## config.mk

```make
export PLATFORM = sky130hd
export DESIGN_NAME = calc_g_mn_scan
export DESIGN_NICKNAME = d
export VERILOG_FILES = /design/src/rtl/calc_g_pkg.sv /design/src/rtl/calc_g_valid_dly.sv /design/src/rtl/calc_g_mn_scan.sv
export SDC_FILE = /design/constraint.sdc
export NUM_CORES = 1
export LEC_CHECK = 0
export CAP_MARGIN = 20
export CELL_PAD_IN_SITES_DETAIL_PLACEMENT = 1
export CELL_PAD_IN_SITES_GLOBAL_PLACEMENT = 2
export CORE_MARGIN = 1.5
export CORE_UTILIZATION = 29
export CTS_CLUSTER_DIAMETER = 100
export DETAILED_ROUTE_END_ITERATION = 12
export PLACE_DENSITY = 0.82
export SYNTH_ARGS = -nofsm -noshare
export SYNTH_HDL_FRONTEND = slang
export SYNTH_SLANG_ARGS = --single-unit
```

## constraint.sdc

```tcl
create_clock -name clk -period 5.68 [get_ports clk]
set_input_delay 1.136 -clock clk [delete_from_list [all_inputs] [get_ports clk]]
set_output_delay 1.136 -clock clk [all_outputs]
set_load 0.01 [all_outputs]
```

## src/rtl/calc_g_pkg.sv

```systemverilog
// Shared constants and scan state encoding for the calc_G_top input sequencer.
package calc_g_pkg;

  localparam int MN_W_DEF  = 10;
  localparam int ZP_W_DEF  = 32;
  localparam int G_LAT_DEF = 8;
  localparam int M_MAX_DEF = 255;
  localparam int N_MAX_DEF = 255;
  localparam int PT_CNT_W  = 20;

  typedef enum logic [1:0] {
    ST_IDLE  = 2'd0,
    ST_SCAN  = 2'd1,
    ST_DRAIN = 2'd2
  } scan_state_e;

endpackage

```

## src/rtl/calc_g_valid_dly.sv

```systemverilog
// DEPTH-stage shift register with synchronous clear, used to align sideband
// flags (valid/last) with a fixed-latency datapath that has no enable.
module calc_g_valid_dly #(
  parameter int DEPTH = 8,
  parameter int WIDTH = 2
) (
  input  logic             clk,
  input  logic             rst,
  input  logic [WIDTH-1:0] din_i,
  output logic [WIDTH-1:0] dout_o
);

  logic [WIDTH-1:0] stage_q [DEPTH];

  always_ff @(posedge clk) begin
    if (rst) begin
      for (int i = 0; i < DEPTH; i++) stage_q[i] <= '0;
    end else begin
      stage_q[0] <= din_i;
      for (int i = 1; i < DEPTH; i++) stage_q[i] <= stage_q[i-1];
    end
  end

  assign dout_o = stage_q[DEPTH-1];

endmodule

```

## src/rtl/calc_g_mn_scan.sv

```systemverilog
// Raster-scan sequencer feeding signed (m,n) points and zparam into calc_G_top.
// Optional point counter enabled by defining CALC_G_SCAN_COUNT_EN.
module calc_g_mn_scan
  import calc_g_pkg::*;
#(
  parameter int MN_W  = MN_W_DEF,
  parameter int ZP_W  = ZP_W_DEF,
  parameter int M_MAX = M_MAX_DEF,
  parameter int N_MAX = N_MAX_DEF,
  parameter int G_LAT = G_LAT_DEF
) (
  input  logic                   clk,
  input  logic                   rst,
  input  logic                   start,
  input  logic [MN_W-2:0]        m_lim,
  input  logic [MN_W-2:0]        n_lim,
  input  logic [ZP_W-1:0]        zparam_in,
  input  logic                   hold,
  output logic signed [MN_W-1:0] m,
  output logic signed [MN_W-1:0] n,
  output logic [ZP_W-1:0]        zparam,
  output logic                   mn_valid,
  output logic                   g_valid,
  output logic                   g_last,
  output logic                   busy,
  output logic                   done,
  output logic [PT_CNT_W-1:0]    pt_cnt
);

  localparam int LW = MN_W - 1;
  localparam logic [LW-1:0] M_MAX_C = LW'(M_MAX);
  localparam logic [LW-1:0] N_MAX_C = LW'(N_MAX);

  scan_state_e            state_q, state_d;
  logic signed [MN_W-1:0] m_q, m_d, n_q, n_d;
  logic signed [MN_W-1:0] ml_q, ml_d, nl_q, nl_d;
  logic [ZP_W-1:0]        zp_q, zp_d;
  logic                   done_q, done_d;
  logic [LW-1:0]          m_clamp, n_clamp;
  logic                   start_acc, scan_fire, scan_last;
  logic                   g_valid_w, g_last_w;

  always_comb begin
    m_clamp   = (m_lim > M_MAX_C) ? M_MAX_C : m_lim;
    n_clamp   = (n_lim > N_MAX_C) ? N_MAX_C : n_lim;
    // The done cycle already shows IDLE, but a start landing on it is dropped.
    start_acc = (state_q == ST_IDLE) && start && !done_q;
    scan_fire = (state_q == ST_SCAN) && !hold;
    scan_last = scan_fire && (m_q == ml_q) && (n_q == nl_q);

    state_d = state_q;
    m_d     = m_q;
    n_d     = n_q;
    ml_d    = ml_q;
    nl_d    = nl_q;
    zp_d    = zp_q;
    done_d  = 1'b0;

    case (state_q)
      ST_IDLE: begin
        if (start_acc) begin
          ml_d    = $signed({1'b0, m_clamp});
          nl_d    = $signed({1'b0, n_clamp});
          m_d     = -$signed({1'b0, m_clamp});
          n_d     = -$signed({1'b0, n_clamp});
          zp_d    = zparam_in;
          state_d = ST_SCAN;
        end
      end
      ST_SCAN: begin
        if (scan_last) begin
          // Indices stay on the final point so +Ml never steps past the range.
          state_d = ST_DRAIN;
        end else if (scan_fire) begin
          if (n_q != nl_q) begin
            n_d = n_q + MN_W'(1);
          end else begin
            n_d = -nl_q;
            m_d = m_q + MN_W'(1);
          end
        end
      end
      ST_DRAIN: begin
        // The delay line itself measures the G_LAT drain time.
        if (g_last_w) begin
          done_d  = 1'b1;
          state_d = ST_IDLE;
        end
      end
      default: state_d = ST_IDLE;
    endcase
  end

  always_ff @(posedge clk) begin
    if (rst) begin
      state_q <= ST_IDLE;
      m_q     <= '0;
      n_q     <= '0;
      ml_q    <= '0;
      nl_q    <= '0;
      zp_q    <= '0;
      done_q  <= 1'b0;
    end else begin
      state_q <= state_d;
      m_q     <= m_d;
      n_q     <= n_d;
      ml_q    <= ml_d;
      nl_q    <= nl_d;
      zp_q    <= zp_d;
      done_q  <= done_d;
    end
  end

  calc_g_valid_dly #(
    .DEPTH (G_LAT),
    .WIDTH (2)
  ) u_valid_dly (
    .clk    (clk),
    .rst    (rst),
    .din_i  ({scan_fire, scan_last}),
    .dout_o ({g_valid_w, g_last_w})
  );

`ifdef CALC_G_SCAN_COUNT_EN
  logic [PT_CNT_W-1:0] pt_cnt_q;

  always_ff @(posedge clk) begin
    if (rst)            pt_cnt_q <= '0;
    else if (start_acc) pt_cnt_q <= '0;
    else if (scan_fire) pt_cnt_q <= pt_cnt_q + PT_CNT_W'(1);
  end

  assign pt_cnt = pt_cnt_q;
`else
  assign pt_cnt = '0;
`endif

  assign m        = m_q;
  assign n        = n_q;
  assign zparam   = zp_q;
  assign mn_valid = scan_fire;
  assign g_valid  = g_valid_w;
  assign g_last   = g_last_w;
  assign busy     = (state_q != ST_IDLE);
  assign done     = done_q;

endmodule

```

==> summary.txt <==
Run status
  – Run status: complete, no violations

Clock tree
  – CTS max path bufs: 2
  – Root Driver: clkbuf_16
  – Total CTS buffers: 9
  – Clk sinks: 89
  – CTS tree: yes
  – Postcts setup bufs: 0
  – Post_cts resized: 0
  – Worst-Skew Late Latency: 350 ps
  – Htree depth: 3
  – Clk slew on worst S/H paths: 70 ps
  – CTS hold repair buffers: 0

Placement
  – Placed cell count: 820
  – PortBufs: 110
  – GPL Wtd Cong: 0.826
  – Post-DP Area: 0.00561 mm²
  – Dpl hpwl: 9750 µm

Synthesis
  – Fraction of registers with async set/reset: 0%
  – Avg Cell Area, Syn: 8.12 µm²
  – Post-synth top area share: 39.6%
  – Post-synth EDFFs: 0
  – Main synth FF type: dfxtp_1
  – Cell taking the most area after synthesis: dfxtp_1
  – Post-Synthesis Cells: 555
  – Post-synthesis cell type count: 60
  – Seq cells post-synth: 89
  – Synth top area cells: dfxtp_1 40%, nand2_1 8.1%, a21oi_1 6.1%
  – YS warnings: 0
  – Seq/Total Area, Yosys: 39.6%
  – Mapped Area: 0.00450 mm²

STA
  – Slew Viols, Final: 0
  – Min Clock Period, post-route: 3710 ps
  – Hold Vio Cnt, Final: 0
  – WHS: 437 ps
  – Setup violations, final: 0
  – Least-Margin Pin Slew: 979 ps
  – Worst clock skew: 5.90 ps
  – Fmax: 0.269 GHz
  – Slew HR: 34.7%
  – Final TNS setup: 0 ps
  – RSZ-0062 raised after global routing: false
  – Period utilization: 65.4%

Detailed routing
  – 1st-iter DRT viols: 147
  – Via/cell ratio: 5.02
  – Total Wirelength: 13900 µm
  – Vias: 4196
  – Drc violations: 0
  – Final ANT Viol Nets: 0
  – Wire per inst: 16.6 µm
  – DR pass1 iterations: 4

Cells and area
  – Ant. Diodes: 0
  – Nets: 702
  – Util after Layout: 38.8%
  – Layout fillers: 1807
  – Post-Layout Inst Area: 0.00590 mm²
  – Area Overhead vs Synth: 31.1%
  – Fin cells: 836
  – Layout cells sized above 1: 6.48%

Global routing
  – GRT overflow: 0
  – Gr usage total: 17.6%
  – Vias in the first global route: 4415
  – Antenna violations before repair: 0
  – Largest net degree at the start of global routing: 82
  – First-pass GRT wire length: 22300 µm

Power
  – Leakage power: 2.16 nW
  – Max IR drop VDD: 0.146 mV
  – Power per cell area: 283 mW/mm²

Critical path
  – Cell family with most CP delay: buffers and inverters
  – Crit-path cells: clkdlybuf4s50_1, or3b_4, inv_1, clkdlybuf4s50_1
  – CP bufs+invs: 3
  – Crit. path cell count: 4
  – Worst r2r path cells: 6
  – Worst EP required: 4540 ps
  – Crit-path max FO: 3
  – Critical Path AT: 2580 ps
  – Critical path's slowest cell: clkdlybuf4s50_1
  – CP most frequent cell: clkdlybuf4s50_1
  – Worst setup EP type: primary output
  – CP Class: input pin to primary output
  – CP peak stage delay: 520 ps
  – Startpoint types: input pin

Floorplan
  – Initial core utilization: 29.6%
  – Core area: 0.0152 mm²
  – Full die area: 0.0163 mm²
  – Die width: 128 µm
  – DIE HEIGHT: 128 µm
  – # IOs: 131
  – Row count: 45

Run
  – Max cap viols: 0

Worst hold path
  – Worst min path class: flip-flop to flip-flop
  – Worst Hold Path Cells: 1
flip-flops by register name (all words and copies together), names as in the netlist:
name                 cells
done                     1
m                       10
ml_q                     9
n                       10
nl_q                     9
state_q                  2
u_valid_dly.stage_q     16
zparam                  32
cell families (layout without fill, tap and decap cells):
logic type | after synthesis | in the layout | synth area share, %
AOI/OAI and AO/OA | 106 | 106 | 15.0
xor gates and xnor gates | 41 | 41 | 8.14
adders and majority gates | 5 | 5 | 1.39
buffers and inverters | 62 | 136 | 7.86
DFF | 89 | 89 | 39.6
muxes | 6 | 6 | 1.36
other | 1 | 20 | 0.0833
and+or+nand+nor | 245 | 245 | 26.6
metal layers:
layer  vias up  GRT usage (%)  share of wire (%)
met2       114           29.1                 46
li1       2037              -                  -
met3        27           5.61                6.9
met5         -              0                  0
met4         0           8.86                2.9
met1      2018           20.4                 44
cells in the final DEF, fill, tap and decap left out, types with 2 or more instances in the layout:
master and n:
nor4_1 7, o21ai_0 9, o32ai_1 6, nand2_1 97, a31oi_1 5, and3_1 5, xnor2_1 22, nor3_1 26
nor2_1 49, a21oi_1 55, clkdlybuf4s50_1 109, buf_4 3, dfxtp_1 89, nor4b_1 3, nand4_1 4, conb_1 20
nor2b_1 15, clkinv_2 3, mux2i_1 5, o21ai_1 3, nand2b_1 3, or3_1 2, nand3_1 14, xor2_1 18
ha_1 5, a211oi_1 11, or3b_2 2, o211ai_1 2, a211o_1 3, or2_2 2, clkbuf_16 9, or4_1 2
inv_1 7
final timing paths:
path | from | to | slack [ps]
worst max register to register | n[2] | m[3] | 3140
worst max-delay path | hold | mn_valid | 1970
worst min-delay path | u_valid_dly.stage_q[0][9] | u_valid_dly.stage_q[0][11] | 440
worst min register to register | u_valid_dly.stage_q[0][9] | u_valid_dly.stage_q[0][11] | 440
per-stage QoR:
step	setup slack [ps]	total power, W
after floorplan	2760	0.000932
after global placement	1990	0.00107
after detailed placement	1970	0.00108
after CTS	1970	0.00170
after global routing	1910	0.00176
final	1970	0.00167
where the power goes:
part	leakage, nW	internal, W	switching, W
registers	0.730	0.000664	0.0000527
logic	1.29	0.000162	0.000181
clock network	0.146	0.000341	0.000267
total	2.16	0.00117	0.000501
synth_stat cells (all sizes together) (2+ instances only):
cell and count:
or4 2, a211oi 11, xor2 18, nor4b 3, a211o 3, dfxtp 89
nor2b 16, or3b 3, a311oi 2, inv 7, clkbuf 21, nor2 49
and3 6, a21oi 57, mux2i 5, o31ai 2, ha 5, nand2 98
nand4 5, or2 2, buf 34, nor3 28, xnor2 23, o211ai 2
nor4 8, nand2b 3, or3 3, nand3 14, nor3b 2, o32ai 6
a31oi 5, o21ai 12
layout make-up:
class | instances | area, µm² | share of cell area, %
clock inverter | 7 | 70.1 | 1.19
timing repair buffer | 113 | 1120 | 18.9
sequential | 89 | 1780 | 30.2
clock buffer | 9 | 225 | 3.81
multi-input combinational | 423 | 2450 | 41.4
tap | 188 | 235 | 3.98
inverter | 7 | 26.3 | 0.445
No activity file was read; power rests on OpenSTA's default activity.
